File: config.mk
export PLATFORM = sky130hd
export DESIGN_NAME = uart_rx_fifo
export DESIGN_NICKNAME = d
export VERILOG_FILES = /design/src/rtl/uart_rx_fifo.sv
export SDC_FILE = /design/constraint.sdc
export NUM_CORES = 1
export LEC_CHECK = 0
export CORE_AREA = 2 2 116 118
export CTS_BUF_LIST = sky130_fd_sc_hd__clkbuf_16
export DETAILED_ROUTE_END_ITERATION = 8
export DIE_AREA = 0 0 118 120
export MAX_ROUTING_LAYER = met4
export PLACE_DENSITY = 0.89
export SLEW_MARGIN = 20
export SYNTH_ARGS = -nofsm -noshare
export SYNTH_HDL_FRONTEND = slang
export SYNTH_SLANG_ARGS = --single-unit
File: constraint.sdc
create_clock -name clk_sys -period 6.3 [get_ports clk_sys]
set_input_delay 1.575 -clock clk_sys [delete_from_list [all_inputs] [get_ports clk_sys]]
set_output_delay 1.575 -clock clk_sys [all_outputs]
set_load 0.05 [all_outputs]
File: src/rtl/uart_rx_fifo.sv
// UART receiver (8N1) with a first-word-fall-through byte FIFO, clk_sys domain.
// Define UART_RX_PARITY_EN to build 8E1 framing with a parity_err flag.
module uart_rx_fifo #(
    parameter int CLK_RATE = 84_000_000,
    parameter int BAUD     = 115_200,
    parameter int FIFO_AW  = 4
) (
    input  logic               clk_sys,
    input  logic               reset,
    input  logic               rx,
    output logic [7:0]         rx_data,
    output logic               rx_valid,
    input  logic               rx_ready,
    output logic [FIFO_AW:0]   fifo_level,
    output logic               frame_err,
    output logic               overrun,
`ifdef UART_RX_PARITY_EN
    output logic               parity_err,
`endif
    input  logic               err_clr
);

    localparam int DIV = (CLK_RATE + BAUD / 2) / BAUD;
    localparam int MID = DIV / 2;
    localparam int TW  = $clog2(DIV);
    localparam logic [TW-1:0] T_LAST = TW'(DIV - 1);
    localparam logic [TW-1:0] T_VOTE = TW'(MID + 1);

`ifdef UART_RX_PARITY_EN
    typedef enum logic [2:0] {IDLE, START, DATA, PARITY, STOP} state_t;
`else
    typedef enum logic [1:0] {IDLE, START, DATA, STOP} state_t;
`endif

    // Stage p0/p1: two-flop synchroniser; vld_pN marks that rx_s now reflects the real line
    logic rx_meta, rx_s, rx_prev, vld_p0, vld_p1, armed;
    logic [1:0] samp;

    always_ff @(posedge clk_sys) begin
        if (reset) begin
            rx_meta <= 1'b1;
            rx_s    <= 1'b1;
            rx_prev <= 1'b1;
            vld_p0  <= 1'b0;
            vld_p1  <= 1'b0;
            armed   <= 1'b0;
        end else begin
            rx_meta <= rx;
            rx_s    <= rx_meta;
            rx_prev <= rx_s;
            vld_p0  <= 1'b1;
            vld_p1  <= vld_p0;
            // A line held low through reset must go high before a start edge counts
            if (vld_p1 && rx_s)
                armed <= 1'b1;
        end
    end

    always_ff @(posedge clk_sys)
        samp <= {samp[0], rx_s};

    // Vote completes on the cycle holding the third sample (timer = MID+1)
    logic vote, at_vote;
    assign vote    = (samp[1] & samp[0]) | (samp[1] & rx_s) | (samp[0] & rx_s);

    state_t        state, state_n;
    logic [TW-1:0] timer, timer_n;
    logic [2:0]    bit_idx, bit_idx_n;
    logic [7:0]    shreg, shreg_n;
    logic          brk, brk_n, push_req, push_n, ferr_set;
`ifdef UART_RX_PARITY_EN
    logic          par_bad, par_bad_n, perr_set;
`endif

    assign at_vote = (timer == T_VOTE);

    always_ff @(posedge clk_sys) begin
        if (reset) begin
            state    <= IDLE;
            timer    <= '0;
            bit_idx  <= '0;
            shreg    <= '0;
            brk      <= 1'b0;
            push_req <= 1'b0;
`ifdef UART_RX_PARITY_EN
            par_bad  <= 1'b0;
`endif
        end else begin
            state    <= state_n;
            timer    <= timer_n;
            bit_idx  <= bit_idx_n;
            shreg    <= shreg_n;
            brk      <= brk_n;
            push_req <= push_n;
`ifdef UART_RX_PARITY_EN
            par_bad  <= par_bad_n;
`endif
        end
    end

    always_comb begin
        state_n   = state;
        timer_n   = timer;
        bit_idx_n = bit_idx;
        shreg_n   = shreg;
        brk_n     = brk;
        push_n    = 1'b0;
        ferr_set  = 1'b0;
`ifdef UART_RX_PARITY_EN
        par_bad_n = par_bad;
        perr_set  = 1'b0;
`endif
        if (state != IDLE)
            timer_n = (timer == T_LAST) ? '0 : timer + TW'(1);
        case (state)
            IDLE: begin
                if (armed && rx_prev && !rx_s) begin
                    state_n = START;
                    timer_n = '0;
                end
            end
            START: begin
                if (at_vote) begin
                    state_n   = vote ? IDLE : DATA;
                    bit_idx_n = '0;
                end
            end
            DATA: begin
                if (at_vote) begin
                    shreg_n   = {vote, shreg[7:1]};
                    bit_idx_n = bit_idx + 3'd1;
                    if (bit_idx == 3'd7) begin
`ifdef UART_RX_PARITY_EN
                        state_n = PARITY;
`else
                        state_n = STOP;
`endif
                    end
                end
            end
`ifdef UART_RX_PARITY_EN
            PARITY: begin
                if (at_vote) begin
                    par_bad_n = vote ^ (^shreg);
                    perr_set  = vote ^ (^shreg);
                    state_n   = STOP;
                end
            end
`endif
            STOP: begin
                if (brk) begin
                    if (rx_s) begin
                        state_n = IDLE;
                        brk_n   = 1'b0;
                    end
                end else if (at_vote) begin
                    if (vote) begin
                        // Leave half a bit early so a back-to-back start edge is not missed
                        state_n = IDLE;
`ifdef UART_RX_PARITY_EN
                        push_n  = !par_bad;
`else
                        push_n  = 1'b1;
`endif
                    end else begin
                        ferr_set = 1'b1;
                        brk_n    = 1'b1;
                    end
                end
            end
            default: state_n = IDLE;
        endcase
        if (state_n == IDLE)
            timer_n = '0;
    end

    // FIFO: pointers carry an extra wrap bit; rx_data is a registered head
    logic [7:0]       mem [0:2**FIFO_AW-1];
    logic [FIFO_AW:0] wr_ptr, rd_ptr, rd_ptr_n;
    logic             empty, full, pop, wr_ok;

    assign empty      = (wr_ptr == rd_ptr);
    assign full       = ((wr_ptr ^ rd_ptr) == {1'b1, {FIFO_AW{1'b0}}});
    assign rx_valid   = !empty;
    assign pop        = rx_valid & rx_ready;
    assign wr_ok      = push_req & (!full | pop);
    assign rd_ptr_n   = rd_ptr + (FIFO_AW + 1)'(pop);
    assign fifo_level = wr_ptr - rd_ptr;

    always_ff @(posedge clk_sys)
        if (wr_ok)
            mem[wr_ptr[FIFO_AW-1:0]] <= shreg;

    always_ff @(posedge clk_sys) begin
        if (reset) begin
            wr_ptr  <= '0;
            rd_ptr  <= '0;
            rx_data <= '0;
        end else begin
            if (wr_ok)
                wr_ptr <= wr_ptr + (FIFO_AW + 1)'(1);
            rd_ptr <= rd_ptr_n;
            // Bypass the incoming byte when it becomes the new head
            if (wr_ok && (wr_ptr == rd_ptr_n))
                rx_data <= shreg;
            else if (pop && (rd_ptr_n != wr_ptr))
                rx_data <= mem[rd_ptr_n[FIFO_AW-1:0]];
        end
    end

    always_ff @(posedge clk_sys) begin
        if (reset) begin
            frame_err  <= 1'b0;
            overrun    <= 1'b0;
`ifdef UART_RX_PARITY_EN
            parity_err <= 1'b0;
`endif
        end else begin
            if (ferr_set)
                frame_err <= 1'b1;
            else if (err_clr)
                frame_err <= 1'b0;
            if (push_req && full && !pop)
                overrun <= 1'b1;
            else if (err_clr)
                overrun <= 1'b0;
`ifdef UART_RX_PARITY_EN
            if (perr_set)
                parity_err <= 1'b1;
            else if (err_clr)
                parity_err <= 1'b0;
`endif
        end
    end

endmodule

=== Word-level counts from Yosys, hierarchy flattened ===
Memory sizes are Yosys's and may differ from the RTL's.
Index checks and enable logic that the tools add are counted.
Widths: inputs -> output; s select.

* $add $sub $neg: 5
* Eq/ne operators: 12
* Muxes and demuxes: 32
* Bitwise operators: 11
* Reduce and logical (&&, ||, !) cells: 22

{| class="wikitable"
|+ Operators by type and width
! cell !! number
|-
| $mux 10 || 4
|-
| $mux 2 || 9
|-
| $mux 8 || 2
|-
| $mux 1 || 13
|-
| $add 10x1->10 const B || 1
|-
| $eq 10x10->1 const B || 1
|-
| $eq 10x9->1 const B || 1
|-
| $eq 5x5->1 || 2
|-
| $reduce_bool 2->1 || 5
|-
| $pmux 2 s4 || 1
|-
| $logic_and 1x1->1 || 7
|-
| $mux 3 || 2
|-
| $pmux 3 s2 || 1
|-
| $add 5x1->5 || 1
|-
| $add 5x1->5 const B || 1
|-
| $and 1x1->1 || 5
|-
| $eq 5x5->1 const B || 1
|-
| $ne 5x5->1 || 1
|-
| $sub 5x5->5 || 1
|-
| $xor 5x5->5 || 1
|-
| $eq 2x2->1 const B || 2
|-
| $logic_not 1->1 || 4
|-
| $logic_not 2->1 || 2
|-
| $ne 2x2->1 const B || 2
|-
| 9 further kinds || 12
|}

* Register bits after elaboration: 53
* Bits in writable memories: 128
* Input bits: 5
* Output and inout port bits: 16
* Logic and storage cells: 101
* Memories: 1

{| class="wikitable"
|+ Memories
! name !! words !! width !! read ports !! clocked after Yosys merged registers in !! wr ports !! line !! RTL
|-
| mem || 16 || 8 || 1 || 0 || 1 || 178 || <nowiki>logic [7:0] mem [0:2**FIFO_AW-1];</nowiki>
|}

=== Longest topological paths before layout ===
* Depth after elaboration: 9
* Depth in mapped cells: 13
* Depth with buffers taken out: 11

=== Worst setup path after synthesis ===
Ideal clock, no wire load.

* Path kind: input -> register
* From: input port rx_ready
* To: register rx_data[2]
* Library setup time: 0.122 ns
* Arrival time: 3.865 ns
* Required time: 6.178 ns
* Setup slack: 2.314 ns
* Stages on the path: 9
* Path buffers: 2
* Cells stage by stage: o21a_1 -> ha_1 -> ha_1 -> clkbuf_1 -> clkbuf_1 -> mux4_2 -> mux4_1 -> or2b_1 -> o311a_1

* Cells in the longest elaborated chain, start to end: 5
* Elaborated cells between the ends (all ways): 12

{| class="wikitable"
|+ Ends and longest elaborated chain
! what !! line !! RTL
|-
| from (decl) || 13 || <nowiki>input logic rx_ready,</nowiki>
|-
| $and 1x1->1 (*) || 185 || <nowiki>assign pop = rx_valid & rx_ready;</nowiki>
|-
| $add 5x1->5 (*) || 187 || <nowiki>assign rd_ptr_n = rd_ptr + (FIFO_AW + 1)'(pop);</nowiki>
|-
| via rd_ptr_n[1] || 179 || <nowiki>logic [FIFO_AW:0] wr_ptr, rd_ptr, rd_ptr_n;</nowiki>
|-
| $mem_v2 16x8, or another cell as far along || -- ||
|-
| $mux 8, or another cell as far along || 206 || <nowiki>else if (pop && (rd_ptr_n != wr_ptr))</nowiki>
|-
| $mux 8 / $reduce_bool 2->1 (equally long branches) || -- ||
|-
| to (signal assigned) || 205 || <nowiki>rx_data <= shreg;</nowiki>
|-
| to (signal assigned) || 207 || <nowiki>rx_data <= mem[rd_ptr_n[FIFO_AW-1:0]];</nowiki>
|-
| to (decl) || 11 || <nowiki>output logic [7:0] rx_data,</nowiki>
|}

Mark *: on every way through the listed nets, which the timed path passes. The rest lies on a longest branch. The select of a mux whose other input is x is not followed.
A chain may end at the register's enable or synchronous reset.

=== Worst setup path in the final report ===
* From: register wr_ptr[0]
* To: output port fifo_level[4]

* Cells in the longest elaborated chain, start to end: 1

{| class="wikitable"
|+ Ends and longest elaborated chain
! what !! line !! RTL
|-
| from (decl) || 179 ||
|-
| from (signal assigned) || 201 || <nowiki>wr_ptr <= wr_ptr + (FIFO_AW + 1)'(1);</nowiki>
|-
| $sub 5x5->5 || 188 || <nowiki>assign fifo_level = wr_ptr - rd_ptr;</nowiki>
|-
| to (decl) || 14 || <nowiki>output logic [FIFO_AW:0] fifo_level,</nowiki>
|}

Every way passes these cells.

==> impl_metrics.tcl <==
set metrics [dict create \
    cts_setup_buffers 0 \
    worstSetupPathType "flip-flop to primary output" \
    slowest_delay_ns 0.83 \
    firstDrtPassIters 6 \
    portBuffers 20 \
    path_max_fanout 6 \
    cp_data_arrival_time_ns 3.00 \
    vdd_drop_max_mv 0.231 \
    synthDistinctLibCells 53 \
    area_delta_synth_final_pct 12.6 \
    cts_resized 0 \
    clock.fmax_ghz 0.219 \
    num_vias 4537 \
    critPathSlowestCell "clkdlybuf4s50_1" \
    r2r_cells 10 \
    antenna_found_initial 0 \
    die_x_um 118 \
    cts_inserted_buffers 17 \
    status "complete, no violations" \
    grt_pass1_wl_um 26700 \
    cts_sinks 181 \
    yosysWarnings 0 \
    clockBufferDepth 2 \
    powerDensity_nw_per_um2 270 \
    cts-root-buf "clkbuf_16" \
    start_util_pct 58.4 \
    synth-edff-count 128 \
    ys_async_sr_fraction_pct 0 \
    crit_family "buffers and inverters" \
    ant_nets 0 \
    hold_start "samp[0]" \
    antenna_cells 0 \
    drv_cap 0 \
    hold_viol 0 \
    ys_seq_elements 181 \
    grt_pass1_vias 4543 \
    clkTransAtPathRegs_ns 0.06 \
    grt_max_degree 50 \
    setup_viol 0 \
    crit_path_end_kind "primary output" \
    placementRows 42 \
    r2r-end "rx_data[5]" \
    reg2reg_from "wr_ptr[2]" \
    drc 0 \
    fillers 783 \
    grtUsageTotal_pct 26.6 \
    design.core.area_um2 13000 \
    critical_path_buf_inv_count 3 \
    syn_area_um2 7590 \
    period_minus_slack_ns 4.57 \
    tns_ns 0 \
    vias_per_cell 6.47 \
    synthesis.instances 489 \
    layout-drive-gt1-share_pct 15.4 \
    wire_per_inst_um 24.7 \
    fin_util_pct 65.8 \
    synth.avg_cell_area_um2 15.5 \
    path_cells "inv_1 -> ha_1 -> fa_1 -> inv_1 -> a21o_1 -> a21oi_1 -> xnor2_1 -> clkdlybuf4s50_1" \
    slew_headroom_pct 35.5 \
    dpl.hpwl_um 10600 \
    synth_ff_type "edfxtp_1" \
    clock_latency_ns 0.44 \
    nets 533 \
    min_delay_path_depth 0 \
    rsz0062_at_grt "no" \
    grt_remaining_overflow 0 \
    start_kind "flip-flop" \
    crit_top_cell "inv_1" \
    hold_end "samp[1]" \
    holdCritPathClass "flip-flop to flip-flop" \
    worstMarginPinSlew_ns 0.964 \
    crit_cells 8 \
    die-area_um2 14200 \
    htree_levels 4 \
    io_pins 21 \
    slew_violations 0 \
    wl_um 17300 \
    cts_tree "yes" \
    finalCritPeriodShare_pct 72.6 \
    fp.dieH_um 120 \
    skew_ns 0.00961 \
    ys_seq_area_share_pct 64.7 \
    first_iter_violations 683 \
    synth_nets 510 \
    gp_congestion 0.871 \
    ff2ff_setup_slack_ns 2.07 \
    holdBufCountCts 0 \
    leakagePower_nw 2.82 \
    worst_ep_required_time_ns 4.72 \
]
[logic make-up after synthesis]
logic type | synth area share (%)
compound gates | 4.72
xor+xnor | 3.35
fa+ha+maj | 2.87
buf+inv | 2.74
flops | 64.7
mux | 13.3
simple gates | 8.35
[cell type report]
class | instances | area, um2 | area share, %
sequential | 181 | 4900 | 57.4
multi-input combinational | 262 | 2510 | 29.4
clock buffer | 17 | 425 | 4.98
timing repair buffer | 26 | 245 | 2.87
tap | 176 | 220 | 2.58
clock inverter | 15 | 141 | 1.66
inverter | 24 | 90.1 | 1.05
[state kept, by name, summed over array words and instances, names as in the netlist]
name	cells
mem	128
timer	10
rx_data	8
shreg	8
rd_ptr	5
wr_ptr	5
bit_idx	3
samp	2
state	2
armed	1
brk	1
frame_err	1
overrun	1
push_req	1
rx_meta	1
rx_prev	1
rx_s	1
vld_p0	1
vld_p1	1
[metrics by stage]
stage / cell area [um2] / hold slack [ns] / instances / worst slack (ns) / power, mW
after CTS: 8510 / 0.399 / 701 / 1.73 / 2.31
after detailed placement: 7940 / 0.377 / 669 / 1.41 / 1.31
after global placement: 7940 / 0.370 / 669 / 1.53 / 1.31
final: 8540 / 0.399 / 701 / 1.73 / 2.31
after floorplan: 7590 / 0.366 / 489 / 2.31 / 1.30
after global routing: 8540 / 0.410 / 701 / 1.60 / 2.36
[synthesized netlist by cell type, drive strengths merged (2+ instances only)]
| library cell | instances | area share, % |
|---|---|---|
| edfxtp | 128 | 51 |
| mux2i | 8 | 1.1 |
| dfxtp | 53 | 14 |
| inv | 24 | 1.2 |
| or2b | 6 | 0.59 |
| or2 | 3 | 0.25 |
| nor3 | 9 | 0.66 |
| a31oi | 8 | 0.66 |
| nand3 | 8 | 0.53 |
| xor2 | 7 | 0.81 |
| and3 | 2 | 0.16 |
| nor4 | 12 | 1.2 |
| mux4 | 40 | 12 |
| xnor2 | 19 | 2.5 |
| o311a | 8 | 1.1 |
| nor2b | 4 | 0.33 |
| nand2b | 7 | 0.58 |
| o21ai | 2 | 0.13 |
| buf | 9 | 0.91 |
| nand4 | 4 | 0.33 |
| o21a | 2 | 0.20 |
| a21oi | 12 | 0.79 |
| nand2 | 17 | 0.84 |
| ha | 15 | 2.5 |
| nand3b | 2 | 0.20 |
| a211oi | 3 | 0.36 |
| clkbuf | 13 | 0.64 |
| a21o | 6 | 0.59 |
| nor2 | 42 | 2.1 |
[where the power goes]
| group | switching [mW] | internal, mW |
|---|---|---|
| clock network | 0.444 | 0.578 |
| logic | 0.0130 | 0.00873 |
| registers | 0.00375 | 1.26 |
[worst reg2reg max path: stages, from the launching register on]
cell	delay, ns
dfxtp_1	0.68
ha_1	0.33
nand4_1	0.23
o21a_1	0.27
ha_2	0.76
buf_4	0.34
xnor2_1	0.16
nand2_1	0.14
nor4_4	0.56
and2_1	0.48
o311a_1	0.23
[placed cells by master (no fill, tap or decap), types with 7 or more instances in the layout]
cell type,instances
a31oi_1,8
mux4_1,8
o311a_1,8
mux2i_1,8
nand2b_1,7
inv_1,27
clkbuf_16,17
nand3_1,8
ha_1,14
a21oi_1,12
nor2_1,41
xor2_1,7
clkdlybuf4s50_1,20
dfxtp_1,53
nand2_1,17
edfxtp_1,128
xnor2_1,16
nor4_1,10
mux4_2,32
[how the worst max path moves through the flow]
stage                          from       endpoint  slack, ns
after global routing       rx_ready     rx_data[0]       1.60
after global placement     rx_ready     rx_data[3]       1.53
after CTS                 wr_ptr[0]  fifo_level[4]       1.73
after floorplan            rx_ready     rx_data[2]       2.31
after detailed placement   rx_ready     rx_data[0]       1.41
final                     wr_ptr[0]  fifo_level[4]       1.73
[layer usage]
layer | vias to the layer above | global-route usage, % | share of wire, %
met5 | - | - | 0
met4 | 0 | 11.5 | 3.4
met3 | 63 | 5.66 | 8.6
met2 | 317 | 43.6 | 51
met1 | 2235 | 32.4 | 37
li1 | 1922 | - | -
Power figures use the tool's default switching activity.
